File: src/rtl/riscv_mem_pkg.sv
// Shared types and defaults for the instruction/data memory port arbiter.
// Holds the FSM state encoding, the grant encoding and the counter-width helper.
package riscv_mem_pkg;

    typedef enum logic [1:0] {
        ST_IDLE  = 2'd0,
        ST_ISSUE = 2'd1,
        ST_WAIT  = 2'd2,
        ST_RESP  = 2'd3
    } arb_state_t;

    typedef enum logic {
        GNT_I = 1'b0,
        GNT_D = 1'b1
    } gnt_t;

    localparam int DEF_MEM_LAT    = 1;
    localparam int DEF_STARVE_MAX = 4;

    // Bits needed to hold the values 0..max_val (at least one bit).
    function automatic int cnt_width(input int max_val);
        return (max_val < 1) ? 1 : $clog2(max_val + 1);
    endfunction

endpackage

File: src/rtl/mem_arb_starve_ctr.sv
// Starvation guard: counts data grants taken while a fetch is waiting and
// decides whether the fetch port wins the next arbitration.
module mem_arb_starve_ctr
    import riscv_mem_pkg::*;
#(
    parameter int STARVE_MAX = DEF_STARVE_MAX
) (
    input  logic clk,
    input  logic rst,
    input  logic i_req,
    input  logic d_req,
    input  logic gnt_stb,
    input  gnt_t gnt_sel,
    output logic fetch_wins
);

    localparam int CW = cnt_width(STARVE_MAX);
    localparam logic [CW-1:0] CNT_MAX = CW'(STARVE_MAX);

    logic [CW-1:0] cnt_reg;

    // Data normally wins a tie; a fetch that has watched STARVE_MAX data grants goes next.
    assign fetch_wins = i_req && (!d_req || (cnt_reg == CNT_MAX));

    always_ff @(posedge clk or negedge rst) begin
        if (!rst) begin
            cnt_reg <= '0;
        end else if (gnt_stb) begin
            if (gnt_sel == GNT_I) begin
                cnt_reg <= '0;
            end else if (i_req && (cnt_reg != CNT_MAX)) begin
                cnt_reg <= cnt_reg + CW'(1);
            end
        end
    end

endmodule

File: src/rtl/mem_port_arbiter.sv
// Shares one single-port synchronous memory between the fetch and load/store
// ports, one transaction in flight, fixed accept-to-rvalid latency MEM_LAT+2.
module mem_port_arbiter
    import riscv_mem_pkg::*;
#(
    parameter int ADDR_W     = 32,
    parameter int DATA_W     = 32,
    parameter int MEM_LAT    = DEF_MEM_LAT,
    parameter int STARVE_MAX = DEF_STARVE_MAX
) (
    input  logic                clk,
    input  logic                rst,
    input  logic                i_req,
    input  logic [ADDR_W-1:0]   i_addr,
    output logic                i_ready,
    output logic                i_rvalid,
    output logic [DATA_W-1:0]   i_rdata,
    input  logic                d_req,
    input  logic                d_we,
    input  logic [ADDR_W-1:0]   d_addr,
    input  logic [DATA_W-1:0]   d_wdata,
    input  logic [DATA_W/8-1:0] d_be,
    output logic                d_ready,
    output logic                d_rvalid,
    output logic [DATA_W-1:0]   d_rdata,
    output logic                mem_en,
    output logic                mem_we,
    output logic [ADDR_W-1:0]   mem_addr,
    output logic [DATA_W-1:0]   mem_wdata,
    output logic [DATA_W/8-1:0] mem_be,
    input  logic [DATA_W-1:0]   mem_rdata,
    output logic                busy
);

    localparam int BE_W = DATA_W / 8;
    localparam int WC_W = cnt_width(MEM_LAT - 1);

    arb_state_t          state_reg;
    gnt_t                gnt_reg;
    gnt_t                gnt_next;
    logic [WC_W-1:0]     wait_cnt_reg;
    logic                tx_we_reg;
    logic                fetch_wins;
    logic                accept;
    logic                store_next;
    logic [BE_W-1:0]     be_next;

    logic                mem_en_reg;
    logic                mem_we_reg;
    logic [ADDR_W-1:0]   mem_addr_reg;
    logic [DATA_W-1:0]   mem_wdata_reg;
    logic [BE_W-1:0]     mem_be_reg;
    logic                i_rvalid_reg;
    logic                d_rvalid_reg;
    logic [DATA_W-1:0]   i_rdata_reg;
    logic [DATA_W-1:0]   d_rdata_reg;

    mem_arb_starve_ctr #(
        .STARVE_MAX (STARVE_MAX)
    ) u_starve (
        .clk        (clk),
        .rst        (rst),
        .i_req      (i_req),
        .d_req      (d_req),
        .gnt_stb    (accept),
        .gnt_sel    (gnt_next),
        .fetch_wins (fetch_wins)
    );

    // Ready is gated by rst so nothing is offered while reset is asserted.
    assign accept     = rst && (state_reg == ST_IDLE) && (i_req || d_req);
    assign gnt_next   = fetch_wins ? GNT_I : GNT_D;
    assign store_next = (gnt_next == GNT_D) && d_we;
    assign i_ready    = accept && (gnt_next == GNT_I);
    assign d_ready    = accept && (gnt_next == GNT_D);

    // Only stores narrow the byte enables; every read fetches the full word.
    for (genvar gi = 0; gi < BE_W; gi++) begin : gen_be
        assign be_next[gi] = store_next ? d_be[gi] : 1'b1;
    end

    always_ff @(posedge clk or negedge rst) begin
        if (!rst) begin
            state_reg     <= ST_IDLE;
            gnt_reg       <= GNT_I;
            wait_cnt_reg  <= '0;
            tx_we_reg     <= 1'b0;
            mem_en_reg    <= 1'b0;
            mem_we_reg    <= 1'b0;
            mem_addr_reg  <= '0;
            mem_wdata_reg <= '0;
            mem_be_reg    <= '0;
            i_rvalid_reg  <= 1'b0;
            d_rvalid_reg  <= 1'b0;
            i_rdata_reg   <= '0;
            d_rdata_reg   <= '0;
        end else begin
            i_rvalid_reg <= 1'b0;
            d_rvalid_reg <= 1'b0;
            case (state_reg)
                ST_IDLE: begin
                    if (accept) begin
                        state_reg     <= ST_ISSUE;
                        gnt_reg       <= gnt_next;
                        tx_we_reg     <= store_next;
                        mem_en_reg    <= 1'b1;
                        mem_we_reg    <= store_next;
                        mem_addr_reg  <= (gnt_next == GNT_D) ? d_addr : i_addr;
                        mem_wdata_reg <= (gnt_next == GNT_D) ? d_wdata : '0;
                        mem_be_reg    <= be_next;
                    end
                end
                ST_ISSUE: begin
                    state_reg    <= ST_WAIT;
                    wait_cnt_reg <= WC_W'(MEM_LAT - 1);
                    mem_en_reg   <= 1'b0;
                    mem_we_reg   <= 1'b0;
                end
                ST_WAIT: begin
                    // Last WAIT cycle is exactly when the memory presents its data.
                    if (wait_cnt_reg == '0) begin
                        state_reg <= ST_RESP;
                        if (gnt_reg == GNT_I) begin
                            i_rvalid_reg <= 1'b1;
                            i_rdata_reg  <= mem_rdata;
                        end else begin
                            d_rvalid_reg <= 1'b1;
                            d_rdata_reg  <= tx_we_reg ? '0 : mem_rdata;
                        end
                    end else begin
                        wait_cnt_reg <= wait_cnt_reg - WC_W'(1);
                    end
                end
                ST_RESP: begin
                    state_reg <= ST_IDLE;
                end
                default: begin
                    state_reg <= ST_IDLE;
                end
            endcase
        end
    end

    assign busy      = (state_reg != ST_IDLE);
    assign mem_en    = mem_en_reg;
    assign mem_we    = mem_we_reg;
    assign mem_addr  = mem_addr_reg;
    assign mem_wdata = mem_wdata_reg;
    assign mem_be    = mem_be_reg;
    assign i_rvalid  = i_rvalid_reg;
    assign d_rvalid  = d_rvalid_reg;
    assign i_rdata   = i_rdata_reg;
    assign d_rdata   = d_rdata_reg;

endmodule

File: config.mk
export PLATFORM = sky130hd
export DESIGN_NAME = mem_port_arbiter
export DESIGN_NICKNAME = d
export VERILOG_FILES = /design/src/rtl/riscv_mem_pkg.sv /design/src/rtl/mem_arb_starve_ctr.sv /design/src/rtl/mem_port_arbiter.sv
export SDC_FILE = /design/constraint.sdc
export NUM_CORES = 1
export LEC_CHECK = 0
export ABC_AREA = 1
export BUFFER_PORTS_ARGS = -buffer_cell sky130_fd_sc_hd__clkbuf_2
export CORE_MARGIN = 8
export CORE_UTILIZATION = 42
export DETAILED_ROUTE_END_ITERATION = 7
export GPL_TIMING_DRIVEN = 0
export PLACE_DENSITY = 0.85
export SLEW_MARGIN = 5
export SYNTH_ARGS = -nofsm -noshare
export SYNTH_HDL_FRONTEND = slang
export SYNTH_SLANG_ARGS = --single-unit
File: constraint.sdc
create_clock -name clk -period 1.3 [get_ports clk]
set_input_delay 0 -clock clk [delete_from_list [all_inputs] [get_ports clk]]
set_output_delay 0 -clock clk [all_outputs]
set_load 0.02 [all_outputs]
### Word-level counts from Yosys, hierarchy flattened

Index checks and enable logic that the tools add are counted.

* flip-flop bits (word level): 144
* logic and storage cells: 71

* mux-type cells: 25
* eq/ne operators: 7
* add/sub/neg operators: 2
* reduce and logical (&&, ||, !) cells: 21
* bitwise operators: 2

Operators with widths (count)
* $mux W32: 3
* $mux W1: 14
* $pmux W2 S4: 1
* $reduce_and A2 Y1: 4
* $reduce_bool A2 Y1: 4
* $logic_and A1 B1 Y1: 7
* $mux W3: 2
* $pmux W1 S2: 3
* $reduce_and A3 Y1: 2
* $eq A2 B2 Y1 const B: 2
* $mux W2: 2
* $ne A2 B2 Y1 const B: 2
* $add A3 B1 Y3 const B: 1
* $eq A3 B3 Y1 const B: 1
* $ne A3 B3 Y1 const B: 1
* $eq A2 B1 Y1 const B: 1
* $logic_not A2 Y1: 1
* $logic_or A1 B1 Y1: 2
* $not A1 Y1: 2
* $logic_not A1 Y1: 1
* $sub A1 B1 Y1 const B: 1

### Longest topological paths before layout

Gate-level depths: netlist of the first run.

* word-level depth: 7
* mapped depth: 10
* gate-level depth less buffers: 9

### Cells and area by module

A second synthesis of the first run with hierarchy kept.

* cells, all modules: 746
* area total of the unflattened synthesis: 6099.6 um^2

By module, submodules not included
* mem_port_arbiter: area an instance 5899.4 um^2, cells an instance 719, instances 1
* mem_arb_starve_ctr: area an instance 200.2 um^2, cells an instance 27, instances 1

### Least setup slack after synthesis of the first run

OpenSTA, ideal clock, no wires.

* path kind: register -> output
* from: register state_reg[0]
* to: output i_ready
* cell stages (with the launch flop): 8
* data arrival time: 1396 ps
* buffers on the path: 1
* path slack: -96 ps
* cell sequence: dfrtp_1 > inv_1 > ha_1 > nand2_2 > inv_1 > o21ai_2 > buf_2 > nor2_1

* cells in the longest elaborated chain, start to end: 4

Ends and longest elaborated chain
* start: declaration: line mem_port_arbiter.sv:38 `arb_state_t state_reg;`
* start signal: assignment: line mem_port_arbiter.sv:84 `state_reg <= ST_IDLE;`
* start signal: assignment: line mem_port_arbiter.sv:103 `state_reg <= ST_ISSUE;`
* start signal: assignment: line mem_port_arbiter.sv:114 `state_reg <= ST_WAIT;`
* $logic_not A2 Y1: line mem_port_arbiter.sv:71 `assign accept = rst && (state_reg == ST_IDLE) && (i_req || d_req);`
* $logic_and A1 B1 Y1 (2 in series): line mem_port_arbiter.sv:71
* $logic_and A1 B1 Y1: line mem_port_arbiter.sv:74 `assign i_ready = accept && (gnt_next == GNT_I);`
* end: declaration: line mem_port_arbiter.sv:15 `output logic i_ready,`

Every way passes these cells.

### Worst setup path after layout of the first run

* from: register state_reg[1]
* to: register mem_addr_reg[23], in the netlist mem_addr[23]

* cells in the longest elaborated chain, start to end: 4

Ends and longest elaborated chain
* $logic_not A2 Y1 *: line mem_port_arbiter.sv:71, mem_port_arbiter.sv:100
* $logic_and A1 B1 Y1 (2 in series): line mem_port_arbiter.sv:71
* $reduce_and A2 Y1 (no line) *
* end signal: assignment: line mem_port_arbiter.sv:108 `mem_addr_reg <= (gnt_next == GNT_D) ? d_addr : i_addr;`
* end: declaration: line mem_port_arbiter.sv:50 `logic [ADDR_W-1:0] mem_addr_reg;`

Every way passes the cells marked *; elsewhere a longest branch is shown, timed or not.
A chain may end at the register's enable or synchronous reset.

==> results of run 1 <==
==> report_power, final <==
group | leakage (nW) | switching, W | internal (W)
clock network | 0.291 | 0.00197 | 0.00316
logic | 3.89 | 0.00886 | 0.00583
registers | 1.79 | 0.00187 | 0.00658
total | 5.97 | 0.0127 | 0.0156
==> metrics by stage <==
step           cells  instance area (µm²)  setup slack [ns]   util  TNS, ns
6_report        1361                11300            -0.510  0.818   -41.03
5_1_grt         1360                11300            -0.564  0.818   -45.18
4_1_cts         1339                10500            -0.361  0.765   -23.85
3_5_place_dp    1130                 7550            -0.646  0.548   -63.50
3_3_place_gp    1129                 7510             -2.71  0.545  -532.35
2_1_floorplan    674                 5910          -0.00928      -   -0.266
==> routing by layer <==
metal	vias up	track usage	part of all wire
li1	3138	-	-
met1	3605	0.336	0.33
met2	786	0.522	0.48
met3	238	0.0838	0.12
met4	0	0.211	0.074
met5	-	0	0
==> kinds of logic after synthesis <==
| family | count (synthesis) | share of synthesized area |
|---|---|---|
| AO/OA/AOI/OAI | 39 | 0.0338 |
| XOR/XNOR | 1 | 0.00149 |
| adder cells (fa/ha/maj) | 5 | 0.0106 |
| buffers and inverters | 57 | 0.0466 |
| flip-flops | 143 | 0.608 |
| AND/OR/NAND/NOR | 429 | 0.300 |
==> area by class of cell <==
| cell class | count | area [µm²] | share of cell area |
|---|---|---|---|
| buffer | 38 | 483 | 0.0429 |
| timing repair buffer | 473 | 3650 | 0.324 |
| antenna | 5 | 12.5 | 0.00111 |
| inverter | 17 | 73.8 | 0.00655 |
| sequential | 143 | 3580 | 0.318 |
| tap | 180 | 225 | 0.0200 |
| multi-input combinational | 474 | 2640 | 0.234 |
| clock buffer | 21 | 470 | 0.0418 |
| clock inverter | 10 | 136 | 0.0121 |
==> critical path: stages (launching register included) <==
cell and delay [ns]:
dfrtp_1 0.41, inv_2 0.11, ha_4 0.17, nand2_4 0.10
buf_4 0.17, buf_6 0.12, nor2_4 0.12, buf_12 0.16
buf_6 0.13, nand3_1 0.10, nand3_1 0.14
==> final timing paths <==
path,to,start,cells after the start
setup / recovery,mem_addr[23]$_DFFE_PN0P_,state_reg[1]$_DFFE_PN0P_,10
hold / removal,i_rdata[5]$_DFFE_PN0P_,rst,1
setup reg to reg,mem_addr[23]$_DFFE_PN0P_,state_reg[1]$_DFFE_PN0P_,10
hold reg to reg,i_rdata[3]$_DFFE_PN0P_,i_rdata[3]$_DFFE_PN0P_,2
max in group asynchronous,tx_we_reg$_DFFE_PN0P_,rst,2
min in group clk,gnt_reg$_DFFE_PN0P_,i_req,4
==> repair_timing <==
action / in CTS / in global routing
pin swaps: 15 / 42
gates cloned: 15 / 5
setup buffers: 30 / 16
endpoints found under the setup margin: 144 / 143
resized for setup: 196 / 160
endpoints found under the hold margin: 208 / 74
==> cells in the mapped netlist <==
cell type  count
nor2_1         5
a21oi_1        2
o21ai_0       36
buf_2         19
nand2_2        2
inv_4          1
o21ai_2        1
nor2_4         2
buf_6          3
inv_1         16
ha_1           5
nand4_1        1
xor2_1         1
nand2_1      315
nand3_1      104
dfrtp_1      143
clkbuf_1      15
buf_4          3
==> impl_results.md, run 1 <==
- Status: finished with violations
- Failing checks: negative hold slack, negative setup slack
- Worst EP arrival: 2.15 ns
- Layout Nets: 1306
- Final slew viol count: 0
- Synth warn: 0
- # clock sinks: 143
- Clk slew on worst S/H paths: 0.07 ns
- Max VDD drop: 1.30 mV
- Yosys top cell by area: dfrtp_1
- IO buf count: 275
- Die Y: 134 µm
- Share of the synthesized area in the top cell type: 0.608
- Seq/Total Area, Yosys: 0.608
- Clock root buffer: clkbuf_16
- Starting Density: 0.427
- Crit path time final: 1.81 ns
- RSZ-0062 raised after global routing: yes
- Commonest non-fill, non-tap cell in the layout: clkbuf_2
- Worst Tran Pin Value: 0.581 ns
- Hold buffer count at CTS: 133
- Drt wl/cell: 24.0 µm
- Initial antenna violation count: 4
- GPL Wtd Cong: 0.821
- Relative slew slack: 0.613
- Share of cells above drive strength 1: 0.463
- Largest net degree at the start of global routing: 76
- Final wirelength: 32600 µm
- Startpoint type of the worst setup path: flip-flop
- Maxcap violations: 0
- DR iter-0 viols: 807
- Mapped Cells: 674
- CTS Buf Count: 17
- Vias: 7767
- FP Rows: 43
- Vias in the first global route: 7957
- Remaining Overflow, GRT: 0
- Router iterations before antenna repair: 7
- Gr usage total: 0.310
- Area Overhead vs Synth: 91.4%
- DR vias/cell: 5.71
- Ports: 276
- CP Data Required Time: 1.64 ns
- Core ar.: 13800 µm²
- Final Cycle Share: 1.39
- Pwr dens: 2510 nW/µm²
- DRT antenna net count: 0
- Count of different cell masters after synthesis: 18
- First-pass GRT wire length: 43600 µm
- Overall power: 0.0283 W
- PnR worst setup slack: -0.510 ns
- Syn_nets: 816
- Final hold viol count: 78
- Clk_lat worst skew: 0.41 ns
- Setup crit end kind: flip-flop
- TritonCTS clock tree: yes
- Synth area leaders: dfrtp_1 (61%), nand2_1 (20%), nand3_1 (8.8%), o21ai_0 (3.1%), buf_2 (1.6%)
- H-tree levels: 4
- Crit Path Class: reg -> reg
- Crit-path max FO: 7
- Setup violators final: 142
- Min-delay worst type: in -> async
- Mapped Area: 5890 µm²
- Register bit total from synthesis: 143
- Post-DP HPWL: 14500 µm
- Worst Skew: 0.0116 ns
- Clock buffer depth: 2
- Die area: 18100 µm²
- Synth Area per Inst: 8.73 µm²
- Horiz. Die Dim: 134 µm
- Leak: 5.97 nW
- FF-to-FF setup slack: -0.51 ns
- Most frequent cells in the layout: clkbuf_2 (276), nand2_1 (223), dfrtp_1 (143)
- Fill count: 642
- Remaining DRCs: 0
- WHS: -0.450 ns
- Fmax: 553 MHz
Power figures use the tool's default switching activity.
==> run 2: changes to the inputs <==
ABC_AREA = default   (was 1)
PLACE_DENSITY = 0.86   (was 0.85)
==> impl_results.md, run 2 <==
- CTS Buf Count: 17 (unchanged)
- Setup violators final: 143 (+0.70%)
- Util after Layout: 0.793 (-0.0250)
- Gr usage total: 0.268 (-0.0423)
- Setup crit end kind: flip-flop
- Drt wl/cell: 21.6 µm (-10%)
- Syn_nets: 590 (-28%)
- Mapped Area: 5690 µm² (-3.3%)
- FP Rows: 42 (-2.3%)
- # clock sinks: 143 (unchanged)
- Area Overhead vs Synth: 84.5%
- Final slew viol count: 0 (unchanged)
- Layout Nets: 1067 (-18%)
- Vias: 5936 (-24%)
- Post-DP HPWL: 12900 µm (-11%)
- Final Cycle Share: 1.35 (-0.0420)
- Adder-Cell Fraction of Synth Area: 0.0110 (+0.000362)
- Final hold viol count: 59 (-24%)
- Die area: 17500 µm² (-2.9%)
- DR vias/cell: 5.30 (-7.0%)
- Startpoint type of the worst setup path: flip-flop
- DRT antenna net count: 0 (unchanged)
- Relative slew slack: 0.653 (+0.0409)
- Clock Power Share: 0.208 (+0.027)
- Synth cell count leaders: dfrtp_1 (143), nand2_1 (40), o21ai_0 (35), nand2b_1 (33)
- Vias in the first global route: 6718 (-16%)
- Pint: 0.0162 W (+3.7%)
- Most frequent cell after synthesis: dfrtp_1
- Seq/Total Area, Yosys: 0.629 (+0.0207)
- WHS: -0.440 ns (+0.00996 ns)
- Pwr dens: 2490 nW/µm² (-0.61%)
- Starting Density: 0.430 (+0.00247)
- Remaining DRCs: 0 (unchanged)
- Hold buffer count at CTS: 133 (unchanged)
- Fmax: 570 MHz (+3.1%)
- Crit-path max FO: 6 (-1)
- Register bit total from synthesis: 143 (unchanged)
- Post-synthesis xor/xnor area fraction: 0.00154 (+0.0000507)
- Ports: 276 (unchanged)
- Combinational family with the most area after synthesis: compound AO/OA/AOI/OAI gates
- Maxcap violations: 0 (unchanged)
- Commonest non-fill, non-tap cell in the layout: clkbuf_2
- Sw Share: 0.383 (-0.0659)
- Yosys top cell by area: dfrtp_1
- IO buf count: 275 (unchanged)
- Simple logic cell fraction of the synthesized area: 0.108 (-0.191)
- Most frequent cells in the layout: clkbuf_2 (272), dfrtp_1 (143), dlygate4sd3_1 (133)
- Synth Area per Inst: 12.7 µm² (+45%)
- Placed cells: 900 (-20%)
- Share of the synthesized area in the top cell type: 0.629 (+0.0207)
- Min-delay worst type: in -> async
- Async set or reset register ratio after synthesis: 1.00 (unchanged)
- P_sw: 0.0100 W (-21%)
- Core ar.: 13200 µm² (-3.9%)
- First-pass GRT wire length: 36900 µm (-15%)
- CP Data Required Time: 1.58 ns (-0.06 ns)
- TritonCTS clock tree: yes
- Worst Tran Pin Value: 0.520 ns (-0.0613 ns)
- Post-synth EDFFs: 0 (unchanged)
- Crit Path Class: reg -> reg
- Dominant synthesized flop cell: dfrtp_1
- Router iterations before antenna repair: 5 (-2)
- Final wirelength: 24100 µm (-26%)
- Die Y: 132 µm (-1.5%)
- PnR worst setup slack: -0.455 ns (+0.0546 ns)
- Mux share of post-synthesis cell area: 0.0633 (+0.0633)
- Clk_lat worst skew: 0.41 ns (about the same)
- RSZ-0062 raised after global routing: yes
- Max VDD drop: 1.20 mV (-7.5%)
- Horiz. Die Dim: 132 µm (-1.5%)
- Synth warn: 0 (unchanged)
- Clock root buffer: clkbuf_16
- Remaining Overflow, GRT: 0 (unchanged)
- Non-Filler Instances: 1119 (-18%)
- Mapped Cells: 448 (-34%)
- Worst EP arrival: 2.04 ns (-0.11 ns)
- GPL Wtd Cong: 0.840 (+2.3%)
- Failing checks: negative hold slack, negative setup slack
- Synth area leaders: dfrtp_1 (63%), mux2_2 (6.3%), a221o_1 (5.6%), a22o_1 (4.9%), nand2b_1 (3.6%)
- Share of cells above drive strength 1: 0.497 (+0.0334)
- Fill count: 712 (+11%)
- Reg power frac: 0.301 (+0.002)
- Leak: 5.36 nW (-10%)
- Comb pwr share: 0.491 (-0.029)
- Crit path time final: 1.76 ns (-0.0546 ns)
- Largest net degree at the start of global routing: 87 (+14%)
- Initial antenna violation count: 5 (+1)
- Clock buffer depth: 2 (unchanged)
- Compound-Gate Fraction of Synth Area: 0.154 (+0.120)
- Status: finished with violations
- Clk slew on worst S/H paths: 0.06 ns (about the same)
- Worst Skew: 0.00750 ns (-0.00407 ns)
- Count of different cell masters after synthesis: 29 (+11)
- DR iter-0 viols: 416 (-48%)
- H-tree levels: 4 (unchanged)
- Overall power: 0.0262 W (-7.4%)
## run 2: layer usage
layer / GRT usage / vias to the layer above / routed length (µm)
met2: 0.478 / 371 / 12600
met3: 0.0882 / 77 / 2040
met1: 0.278 / 2928 / 8560
met4: 0.129 / 0 / 924
met5: 0 / - / 0
li1: - / 2560 / -
## run 2: kinds of logic (layout without fill, tap and decap cells)
| group | count (synthesis) | in the layout |
|---|---|---|
| DFF | 143 | 143 |
| and+or+nand+nor | 115 | 115 |
| AOI/OAI and AO/OA | 112 | 112 |
| buffers and inverters | 40 | 530 |
| muxes | 32 | 32 |
| adders and majority gates | 5 | 5 |
| xor gates and xnor gates | 1 | 1 |
| other | 0 | 5 |
## run 2: path summary, 6_finish.rpt
kind | depth (start not counted) | end | slack (ns) | startpoint
min in group clk | 3 | u_starve.cnt_reg[0]$_DFFE_PN0P_ | 0.06 | i_req
setup reg to reg | 8 | mem_addr[19]$_DFFE_PN0P_ | -0.46 | state_reg[0]$_DFFE_PN0P_
hold reg to reg | 2 | d_rdata[2]$_DFFE_PN0P_ | 0.48 | d_rdata[2]$_DFFE_PN0P_
setup / recovery | 8 | mem_addr[19]$_DFFE_PN0P_ | -0.46 | state_reg[0]$_DFFE_PN0P_
max in group asynchronous | 2 | mem_addr[4]$_DFFE_PN0P_ | 0.93 | rst
hold / removal | 1 | i_rdata[25]$_DFFE_PN0P_ | -0.44 | rst
## run 2: layout make-up
type | count | area [µm²] | share of cell area
Sequential cell | 143 | 3580 | 0.341
Timing Repair Buffer | 460 | 3420 | 0.325
Multi-Input combinational cell | 265 | 2190 | 0.208
Clock buffer | 23 | 478 | 0.0455
Buffer | 30 | 395 | 0.0377
Tap cell | 176 | 220 | 0.0210
Clock inverter | 9 | 179 | 0.0170
Inverter | 8 | 32.5 | 0.00310
Antenna cell | 5 | 12.5 | 0.00119
## run 2: what timing repair did
item | CTS | global route
endpoints found under the hold margin | 193 | 57
setup endpoints to repair | 143 | 146
pin swaps | 31 | 18
resized for setup | 125 | 65
setup buffers | 33 | 7
cloned | 14 | 1
## run 2: stage by stage
stage	worst slack [ns]	cell area, µm²	TNS [ns]
after floorplan	-0.308	5760	-19.68
after global placement	-3.36	7360	-575.36
after detailed placement	-0.593	7400	-49.04
after CTS	-0.472	10300	-41.71
after global routing	-0.497	10500	-49.74
final	-0.455	10500	-42.45
## run 2: worst max-delay path, stage by stage, from the launching register on
cell     delay, ns
dfrtp_1       0.37
inv_2         0.06
ha_4          0.18
and3_4        0.15
and2_4        0.17
buf_12        0.13
buf_8         0.12
buf_8         0.12
a221o_1       0.32
## run 2: power by group through the flow
stage / Clock (W) / Sequential (W) / Combinational, W
after detailed placement: 0 / 0.00767 / 0.00937
final: 0.00546 / 0.00788 / 0.0129
after global routing: 0.00570 / 0.00805 / 0.0136
after CTS: 0.00546 / 0.00769 / 0.0119
after floorplan: 0 / 0.00992 / 0.00358
after global placement: 0 / 0.00760 / 0.00911
